`config.mk`:
```
export PLATFORM = sky130hd
export DESIGN_NAME = sdram_write
export DESIGN_NICKNAME = d
export VERILOG_FILES = /design/src/rtl/sdram_write.sv
export SDC_FILE = /design/constraint.sdc
export NUM_CORES = 1
export LEC_CHECK = 0
export CORE_MARGIN = 2
export CORE_UTILIZATION = 52
export DETAILED_ROUTE_END_ITERATION = 16
export PLACE_DENSITY = 0.94
export REMOVE_ABC_BUFFERS = 1
export SLEW_MARGIN = 20
export SYNTH_ARGS = -nofsm -noshare
export SYNTH_HDL_FRONTEND = slang
export SYNTH_SLANG_ARGS = --single-unit
```
`constraint.sdc`:
```
create_clock -name sclk -period 5.5 [get_ports sclk]
set_clock_uncertainty 0.15 [all_clocks]
set_input_delay 0.55 -clock sclk [delete_from_list [all_inputs] [get_ports sclk]]
set_output_delay 0.55 -clock sclk [all_outputs]
set_load 0.01 [all_outputs]
```
`src/rtl/sdram_write.sv`:
```
// sdram_write: SDRAM write-path command sequencer.
// Fills one row per trigger with seamless bursts and yields to refresh.
module sdram_write #(
    parameter int ROW_W  = 12,
    parameter int COL_W  = 9,
    parameter int BANK_W = 2,
    parameter int DATA_W = 16,
    parameter int BURST  = 4,
    parameter int TRCD   = 2,
    parameter int TRP    = 2
) (
    input  logic              sclk,
    input  logic              s_rst,
    input  logic              wr_trig,
    input  logic              wr_en,
    input  logic              ref_req,
    output logic              wr_req,
    output logic              wr_end,
    output logic [3:0]        wr_cmd,
    output logic [BANK_W-1:0] wr_bank,
    output logic [ROW_W-1:0]  wr_addr,
    output logic [DATA_W-1:0] wr_dq,
    output logic              wr_dq_oe,
    output logic              fifo_rd,
    input  logic [DATA_W-1:0] fifo_data
);

    localparam logic [3:0] CMD_NOP = 4'b0111;
    localparam logic [3:0] CMD_ACT = 4'b0011;
    localparam logic [3:0] CMD_WR  = 4'b0100;
    localparam logic [3:0] CMD_PRE = 4'b0010;

    localparam int BEAT_W = (BURST > 1) ? $clog2(BURST) : 1;
    localparam logic [BEAT_W-1:0] BEAT_LAST = BEAT_W'(BURST - 1);
    localparam logic [COL_W-1:0]  COL_STEP  = COL_W'(BURST);
    localparam logic [COL_W-1:0]  COL_LAST  = COL_W'((1 << COL_W) - BURST);
    localparam logic [7:0] TRCD_LAST = 8'((TRCD > 1) ? (TRCD - 2) : 0);
    localparam logic [7:0] TRP_LAST  = 8'(TRP - 1);
    localparam logic [ROW_W-1:0] PRE_ADDR = ROW_W'(1 << 10);

    typedef enum logic [2:0] {
        S_IDLE,
        S_REQ,
        S_ACT,
        S_TRCD,
        S_WR,
        S_PRE,
        S_TRP
    } state_t;

    state_t state;
    state_t state_nxt;

    logic [7:0]        cnt;
    logic [BEAT_W-1:0] beat;
    logic [COL_W-1:0]  col_cnt;
    logic [ROW_W-1:0]  row_cnt;
    logic [BANK_W-1:0] bank_cnt;
    logic              trig_pending;
    logic              resume;
    logic              beat_last;
    logic              col_last;

    assign beat_last = (beat == BEAT_LAST);
    assign col_last  = (col_cnt == COL_LAST);

    always_comb begin
        state_nxt = state;
        wr_req    = 1'b0;
        wr_cmd    = CMD_NOP;
        wr_bank   = '0;
        wr_addr   = '0;
        wr_dq_oe  = 1'b0;
        unique case (state)
            S_IDLE: begin
                if (trig_pending || resume)
                    state_nxt = S_REQ;
            end
            S_REQ: begin
                wr_req = 1'b1;
                if (wr_en)
                    state_nxt = S_ACT;
            end
            S_ACT: begin
                wr_cmd    = CMD_ACT;
                wr_addr   = row_cnt;
                wr_bank   = bank_cnt;
                state_nxt = (TRCD > 1) ? S_TRCD : S_WR;
            end
            S_TRCD: begin
                if (cnt == TRCD_LAST)
                    state_nxt = S_WR;
            end
            S_WR: begin
                wr_dq_oe = 1'b1;
                wr_bank  = bank_cnt;
                if (beat == '0) begin
                    wr_cmd  = CMD_WR;
                    wr_addr = ROW_W'(col_cnt);
                end
                // refresh is honoured only once the burst is complete
                if (beat_last && (col_last || ref_req))
                    state_nxt = S_PRE;
            end
            S_PRE: begin
                wr_cmd    = CMD_PRE;
                wr_addr   = PRE_ADDR;
                wr_bank   = bank_cnt;
                state_nxt = S_TRP;
            end
            S_TRP: begin
                if (cnt == TRP_LAST)
                    state_nxt = S_IDLE;
            end
            default: state_nxt = S_IDLE;
        endcase
    end

    assign fifo_rd = wr_dq_oe;
    assign wr_dq   = wr_dq_oe ? fifo_data : '0;

    always_ff @(posedge sclk or posedge s_rst) begin
        if (s_rst) begin
            state        <= S_IDLE;
            cnt          <= '0;
            beat         <= '0;
            col_cnt      <= '0;
            row_cnt      <= '0;
            bank_cnt     <= '0;
            trig_pending <= 1'b0;
            resume       <= 1'b0;
            wr_end       <= 1'b0;
        end else begin
            state  <= state_nxt;
            cnt    <= (state_nxt != state) ? 8'd0 : cnt + 8'd1;
            wr_end <= (state == S_TRP) && (state_nxt == S_IDLE);

            // a new trigger wins over the clear so it queues one more row
            if (wr_trig)
                trig_pending <= 1'b1;
            else if (state == S_ACT && !resume)
                trig_pending <= 1'b0;

            if (state == S_WR) begin
                beat <= beat_last ? '0 : beat + 1'b1;
                if (beat_last) begin
                    col_cnt <= col_cnt + COL_STEP;
                    if (col_last) begin
                        row_cnt <= row_cnt + 1'b1;
                        if (&row_cnt)
                            bank_cnt <= bank_cnt + 1'b1;
                        resume <= 1'b0;
                    end else if (ref_req) begin
                        resume <= 1'b1;
                    end
                end
            end else begin
                beat <= '0;
            end
        end
    end

endmodule

```
### Yosys cells after proc, flatten, opt, wreduce, memory -nomap -nowiden

Cells that the tools add are included.

| storage, ports and cells | value |
|---|---|
| register bits after elaboration | 39 |
| word-level logic and storage cells | 62 |

| cells by class | value |
|---|---|
| $add $sub $neg | 5 |
| eq/ne operators | 10 |
| mux-type cells | 21 |
| reduce and logical (&&, ||, !) cells | 17 |

Operators with widths:

| kind | number |
|---|---|
| 12-bit one-hot mux with 3 select lines | 1 |
| 3-bit one-hot mux with 7 select lines | 1 |
| 16-bit 2-to-1 mux | 1 |
| 3-bit 2-to-1 mux | 5 |
| 15-bit AND reduction | 1 |
| 12-bit by 1-bit adder with 12-bit output (second input constant) | 1 |
| 9-bit by 3-bit adder with 9-bit output (second input constant) | 1 |
| 3-bit equality test (second input constant) | 3 |
| 9-bit equality test (second input constant) | 1 |
| 9-bit 2-to-1 mux | 1 |
| 3-bit one-hot mux with 3 select lines | 1 |
| 8-bit by 1-bit adder with 8-bit output (second input constant) | 1 |
| 8-bit by 1-bit equality test with 1-bit output (second input constant) | 1 |
| 8-bit zero test | 1 |
| 2-bit 2-to-1 mux | 4 |
| 8-bit 2-to-1 mux | 1 |
| 3-bit by 2-bit equality test with 1-bit output (second input constant) | 2 |
| 3-bit zero test | 2 |
| 1-bit 2-to-1 mux | 6 |
| 3-bit AND reduction | 2 |
| 2-bit by 1-bit adder with 2-bit output (second input constant) | 2 |
| 2-bit nonzero test | 2 |
| 3-bit by 1-bit equality test with 1-bit output (second input constant) | 1 |
| 1-bit logical AND | 3 |
| 7 further kinds | 8 |

### Depth between registers and ports, before layout

Gate-level depths: netlist (run 1).

| logic depth | value |
|---|---|
| depth after elaboration | 7 |
| mapped depth | 6 |
| depth with buffers taken out | 5 |

### Least setup slack after synthesis (run 1)

Ideal clock, no wire load.

| path | value |
|---|---|
| kind | reg2out |
| start | reg state[2] |
| end | out wr_addr[8] |
| data arrival time | 1448 ps |
| data required time | 4800 ps |
| slack | 3352 ps |
| stages on the path, launching flop included | 6 |
| cell sequence | dfrtp_1 -> nor3b_2 -> and2_0 -> clkbuf_1 -> inv_1 -> o21ai_1 |

| between the ends | value |
|---|---|
| word-level cells in the longest chain between the ends | 2 |
| elaborated cells between the ends (all ways) | 4 |

RTL lines:

| element | line | source |
|---|---|---|
| start: declaration | 51 | `state_t state;` |
| start signal: assignment | 134 | `state <= state_nxt;` |
| 3-bit equality test or 3-bit by 2-bit equality test with 1-bit output (tied branches) | 74 | `unique case (state)` |
| 12-bit one-hot mux with 3 select lines (*) | 74 |  |
| end: declaration | 21 | `output logic [ROW_W-1:0] wr_addr,` |

Every way passes the cells marked *; elsewhere a longest branch is shown, timed or not.

### Final worst setup path (run 1)

Same ends and word-level chain as after synthesis.

==> results of run 1 <==
[logic make-up (layout without fill, tap and decap cells)]
group	after synthesis	in the layout	share of synthesized area
AO/OA/AOI/OAI	21	21	0.0852
XOR/XNOR	25	25	0.105
adder cells (fa/ha/maj)	7	7	0.0406
buffers and inverters	19	76	0.0371
flip-flops	37	37	0.429
multiplexers	1	1	0.00522
other	1	1	0.00174
AND/OR/NAND/NOR	103	103	0.296
[critical path: cells and delay by family (launching register included)]
family,cells,cell delay (ns)
DFF,1,0.62
and+or+nand+nor,2,0.60
AOI/OAI and AO/OA,1,0.13
buffers and inverters,3,0.89
[registers in the layout, summed over array words and instances, names as in the netlist]
signal and flops:
row_cnt 12, col_cnt 7, beat 2, cnt 8, bank_cnt 2, resume 1
state 3, trig_pending 1, wr_end 1
[report_power, final]
part / switching [mW] / internal (mW)
Combinational: 0.174 / 0.170
Clock: 0.0872 / 0.0993
Sequential: 0.0504 / 0.296
[worst min-delay path by stage]
stage,start,to,slack [ns]
after floorplan,bank_cnt[1]$_DFFE_PP0P_,bank_cnt[1]$_DFFE_PP0P_,0.29
after global placement,bank_cnt[1]$_DFFE_PP0P_,bank_cnt[1]$_DFFE_PP0P_,0.30
after detailed placement,beat[0]$_DFF_PP0_,beat[0]$_DFF_PP0_,0.31
after CTS,beat[0]$_DFF_PP0_,beat[0]$_DFF_PP0_,0.32
after global routing,beat[0]$_DFF_PP0_,beat[0]$_DFF_PP0_,0.34
final,beat[0]$_DFF_PP0_,beat[0]$_DFF_PP0_,0.32
[placed cells by master, fill, tap and decap left out, types with 3 or more instances in the layout]
| cell type | netlist | layout |
|---|---|---|
| a22o_1 | 8 | 8 |
| xnor2_1 | 21 | 21 |
| nor2_2 | 8 | 8 |
| inv_1 | 9 | 9 |
| o21ai_0 | 3 | 3 |
| xor2_1 | 3 | 3 |
| dfrtp_1 | 37 | 37 |
| clkbuf_8 | 0 | 6 |
| and2_1 | 24 | 24 |
| buf_4 | 2 | 3 |
| and3_1 | 9 | 9 |
| nand4_1 | 4 | 4 |
| nand3_1 | 12 | 12 |
| nor2_1 | 10 | 10 |
| nand2_1 | 13 | 13 |
| ha_1 | 7 | 7 |
| nand2b_1 | 3 | 3 |
| clkdlybuf4s50_1 | 0 | 57 |
| nor2b_1 | 4 | 4 |
[stage by stage]
step,setup slack (ns),utilization,cells
3_5_place_dp,2.59,0.692,314
3_3_place_gp,2.72,0.692,314
2_1_floorplan,2.69,-,204
6_report,2.27,0.713,321
4_1_cts,2.27,0.713,321
5_1_grt,2.12,0.713,321
[final cells by class]
cell class | count | area [um2] | area share
Timing Repair Buffer | 60 | 593 | 0.208
Inverter | 9 | 33.8 | 0.0118
Clock buffer | 7 | 86.3 | 0.0302
Sequential cell | 37 | 926 | 0.324
Multi-Input combinational cell | 158 | 1150 | 0.404
Tap cell | 50 | 62.6 | 0.0219
[metal layers]
metal,vias to the layer above,wire length (um),GRT usage
met5,-,0,0
met4,0,91,0.105
met3,7,254,0.0263
met2,74,2070,0.362
met1,797,1970,0.270
li1,834,-,-
==> flow_metrics.py, run 1 <==
metrics = {
    "run_status": {
        "status": "completed",
    },
    "cts": {
        "cts.sinks": 37,
        "clockRootBuffer": "clkbuf_8",
        "cts_hold_buffers": 0,
        "worstSkewPairLatency_ns": 0.28,
        "cts_buffer_depth": 2,
        "cts_resized": 0,
        "post_cts_buffers": 0,
        "htree_levels": 2,
        "cts_buffers": 5,
        "cts_tree": "done",
        "path_clk_slew_ns": 0.07,
    },
    "critical_path": {
        "worst-r2r-setup-slack_ns": 3.30,
        "endpoint": "wr_addr[8]",
        "slowest_delay_ns": 0.62,
        "path_cells": "nor3b_2 > buf_4 > and2_0 > inv_1 > o21ai_1 > clkdlybuf4s50_1",
        "end_kind": "output port",
        "cp-startpoint": "state[2]$_DFF_PP0_",
        "timing.rr.start": "beat[0]$_DFF_PP0_",
        "r2r_end": "cnt[7]$_DFF_PP0_",
        "start_kind": "flip-flop",
        "r2r_cells": 5,
        "crit_fanout": 26,
        "cp.arrival_ns": 2.53,
        "worst-setup-path-type": "flip-flop to output port",
        "critPathRequiredTime_ns": 4.80,
        "critPathSlowestCell": "dfrtp_1",
    },
    "sta": {
        "setup_violations": 0,
        "hold_slack_ns": 0.316,
        "timing.slew.headroom": 0.634,
        "final.setup.tns_ns": 0,
        "hold_viol": 0,
        "rsz0062_at_grt": "false",
        "worst_pin_slew_ns": 0.545,
        "period_share": 0.587,
        "final.min_clock_period_ns": 3.23,
        "maxSlewViolCount": 0,
        "max_freq_mhz": 310,
    },
    "drt": {
        "drtIter0Drc": 87,
        "wl_per_cell_um": 13.7,
        "drtAntennaViolNets": 0,
        "routed_wl_um": 4390,
        "viasPerCell": 5.33,
        "drt-pass1-iter-count": 4,
        "num_vias": 1712,
        "drc": 0,
    },
    "die": {
        "core-area_um2": 4000,
        "dieHeight_um": 68.4,
        "io_pins": 59,
        "dieArea_um2": 4680,
        "start_util": 0.540,
        "die_x_um": 68.4,
        "rows": 23,
    },
    "hold_path": {
        "min_path_type": "flip-flop to flip-flop",
        "whs_path_depth": 1,
    },
    "global_routing": {
        "grtUsageTotal": 0.215,
        "grt_pass1_vias": 1699,
        "grt_antenna_before_repair": 0,
        "grt_first_pass_wirelength_um": 7430,
        "grt_start_max_net_pins": 38,
        "grt_overflow": 0,
    },
    "finish": {
        "nets": 299,
        "post-route-cell-area_um2": 2850,
        "layout-drive-gt1-share": 0.103,
        "diodes": 0,
        "nFillCells": 306,
        "area_delta_synth_final_pct": 32.2,
    },
    "yosys": {
        "synth_cell_types": 42,
        "syn_inst": 214,
        "synth.largest_area_cell": "dfrtp_1",
        "synth_area_per_cell_um2": 10.1,
        "ys_seq_elements": 37,
        "synth.most_common_cell": "dfrtp_1",
        "synth_top_area_share": 0.429,
        "synth_top_flop_cell": "dfrtp_1",
        "synth.yosys.seq_area_share": 0.429,
        "synth.area.top_cells": "dfrtp_1, xnor2_1, and2_1",
        "synth_common_cells": "dfrtp_1, and2_1, xnor2_1, nand2_1, nand3_1",
        "synth_edf_count": 0,
        "synth_area_um2": 2160,
        "yosysWarnings": 0,
        "ys_async_sr_fraction": 1.00,
    },
    "placement": {
        "post_dp_cell_area_um2": 2770,
        "gp_congestion": 0.845,
        "portBuffers": 57,
        "post-dp-hpwl_um": 3280,
    },
    "job": {
        "drv_cap": 0,
    },
    "power_and_ir_drop": {
        "p_per_area_nw_per_um2": 307,
        "cellLeakagePower_nw": 1.21,
        "ir_drop_uv": 186,
        "p_total_mw": 0.877,
    },
}
(Power assumes the default switching activity.)
==> inputs of run 2 (changes only) <==
- CORE_UTILIZATION: 52 -> 48
- PLACE_DENSITY: 0.94 -> 0.89
- clock period: 5.5 -> 3.33 ns (I/O delays scaled with it)
==> run 2 against run 1 <==
  * Count of clock-buffer cells in the layout fell by 1
  * Non-clock buffer count rose by 1
  * Design area up 1.5%
  * Hold slack got worse by 0.019 ns
  * Die area up 7.8%
  * Sequential share of layout area decreased by 0.49 points
  * Routed wire length decreased by 3.2%
  * Setup slack lost 1.7 ns
  * Clock power up 110%
  * Critical endpoint unchanged
==> flow_metrics.py, run 2 (synthesis results as in run 1) <==
metrics = {
    "job": {
        "drv_cap": 0,
    },
    "power_and_ir_drop": {
        "p_per_area_nw_per_um2": 530,
        "cellLeakagePower_nw": 1.23,
        "p_total_mw": 1.54,
        "ir_drop_uv": 221,
    },
    "global_routing": {
        "grt_antenna_before_repair": 0,
        "grtUsageTotal": 0.178,
        "grt_pass1_vias": 1663,
        "grt_overflow": 0,
        "use_met3": 0.0328,
        "busiest_layer": "met2",
        "met2_usage": 0.291,
        "grt_first_pass_wirelength_um": 7230,
        "met1_usage": 0.236,
        "grt_start_max_net_pins": 38,
    },
    "run_status": {
        "status": "completed",
    },
    "drt": {
        "drc": 0,
        "drt-pass1-iter-count": 4,
        "wl_per_cell_um": 13.1,
        "routed_wl_um": 4250,
        "num_vias": 1702,
        "drtIter0Drc": 74,
        "drtAntennaViolNets": 0,
        "viasPerCell": 5.24,
    },
    "finish": {
        "nFillCells": 340,
        "final_common_cell": "clkdlybuf4s50_1",
        "post-route-cell-area_um2": 2900,
        "layout-drive-gt1-share": 0.114,
        "largestRegisters": "row_cnt (12), cnt (8), col_cnt (7)",
        "mostFrequentLayoutCells": "clkdlybuf4s50_1, dfrtp_1, and2_1",
        "final_cells": 325,
        "nets": 300,
        "largest_reg_flops": 12,
        "area_delta_synth_final_pct": 34.3,
        "diodes": 0,
        "regMostFlops": "row_cnt",
    },
    "placement": {
        "post_dp_cell_area_um2": 2780,
        "gp_congestion": 0.836,
        "portBuffers": 57,
        "place_inst": 317,
        "post-dp-hpwl_um": 3240,
    },
    "critical_path": {
        "start_kind": "flip-flop",
        "end_kind": "output port",
        "cp.arrival_ns": 2.26,
        "critPathRequiredTime_ns": 2.85,
        "r2r_cells": 5,
        "worst-setup-path-type": "flip-flop to output port",
        "crit_fanout": 14,
    },
    "cts": {
        "htree_levels": 2,
        "worstSkewPairLatency_ns": 0.28,
        "cts_resized": 0,
        "cts_hold_buffers": 0,
        "cts_buffers": 5,
        "cts_buffer_depth": 2,
        "clockRootBuffer": "clkbuf_8",
        "path_clk_slew_ns": 0.07,
        "post_cts_buffers": 0,
        "cts_tree": "done",
        "cts.sinks": 37,
    },
    "die": {
        "rows": 24,
        "die_x_um": 71.1,
        "dieHeight_um": 71.1,
        "dieArea_um2": 5050,
        "start_util": 0.496,
        "io_pins": 59,
        "core-area_um2": 4350,
    },
    "sta": {
        "final.setup.tns_ns": 0,
        "worst_pin_slew_ns": 0.652,
        "timing.slew.headroom": 0.562,
        "final.min_clock_period_ns": 2.74,
        "hold_viol": 0,
        "max_freq_mhz": 365,
        "period_share": 0.822,
        "setup_violations": 0,
        "rsz0062_at_grt": "false",
        "maxSlewViolCount": 0,
    },
    "hold_path": {
        "min_path_type": "primary input to asynchronous set/reset pin",
    },
}
-- run 2: power breakdown --
group / internal (mW) / total [mW] / switching [mW]
sequential: 0.489 / 0.569 / 0.0806
combinational: 0.287 / 0.565 / 0.278
clock: 0.243 / 0.401 / 0.157
-- run 2: area by class of cell --
cell class | instances | area [um2] | share of cell area
multi-input cells | 158 | 1150 | 0.398
flip-flops and latches | 37 | 926 | 0.320
repair buffers | 61 | 601 | 0.207
clock buffers | 6 | 82.6 | 0.0285
well taps | 52 | 65.1 | 0.0225
clock inverters | 2 | 37.5 | 0.0130
inverters | 9 | 33.8 | 0.0117
-- run 2: final timing paths --
kind                                         start                       to  slack [ns]
setup / recovery                state[2]$_DFF_PP0_               wr_addr[8]        0.59
hold / removal                               s_rst         cnt[7]$_DFF_PP0_        0.30
setup reg to reg                 beat[0]$_DFF_PP0_         cnt[7]$_DFF_PP0_        1.14
hold reg to reg            bank_cnt[1]$_DFFE_PP0P_  bank_cnt[1]$_DFFE_PP0P_        0.31
max in group asynchronous                    s_rst   row_cnt[0]$_DFFE_PP0P_        2.42
min in group sclk          bank_cnt[1]$_DFFE_PP0P_  bank_cnt[1]$_DFFE_PP0P_        0.31
-- run 2: worst max-delay path, stage by stage (launching register included) --
cell and delay (ns):
dfrtp_1 0.59, nor3b_2 0.26, and2_0 0.34, inv_1 0.10, o21ai_1 0.13, clkdlybuf4s50_1 0.55
-- run 2: per-layer routing --
metal,part of all wire,vias up,routed length [um]
met5,0,-,0
met4,0.014,0,61
met3,0.057,7,243
met2,0.47,68,2010
met1,0.46,789,1940
li1,-,838,-
-- run 2: stage by stage --
step           utilization  hold slack (ns)  worst slack, ns
2_1_floorplan            -            0.275            0.733
3_3_place_gp         0.638            0.304            0.978
3_5_place_dp         0.638            0.311            0.894
4_1_cts              0.666            0.311            0.573
5_1_grt              0.666            0.334            0.411
6_report             0.666            0.297            0.591
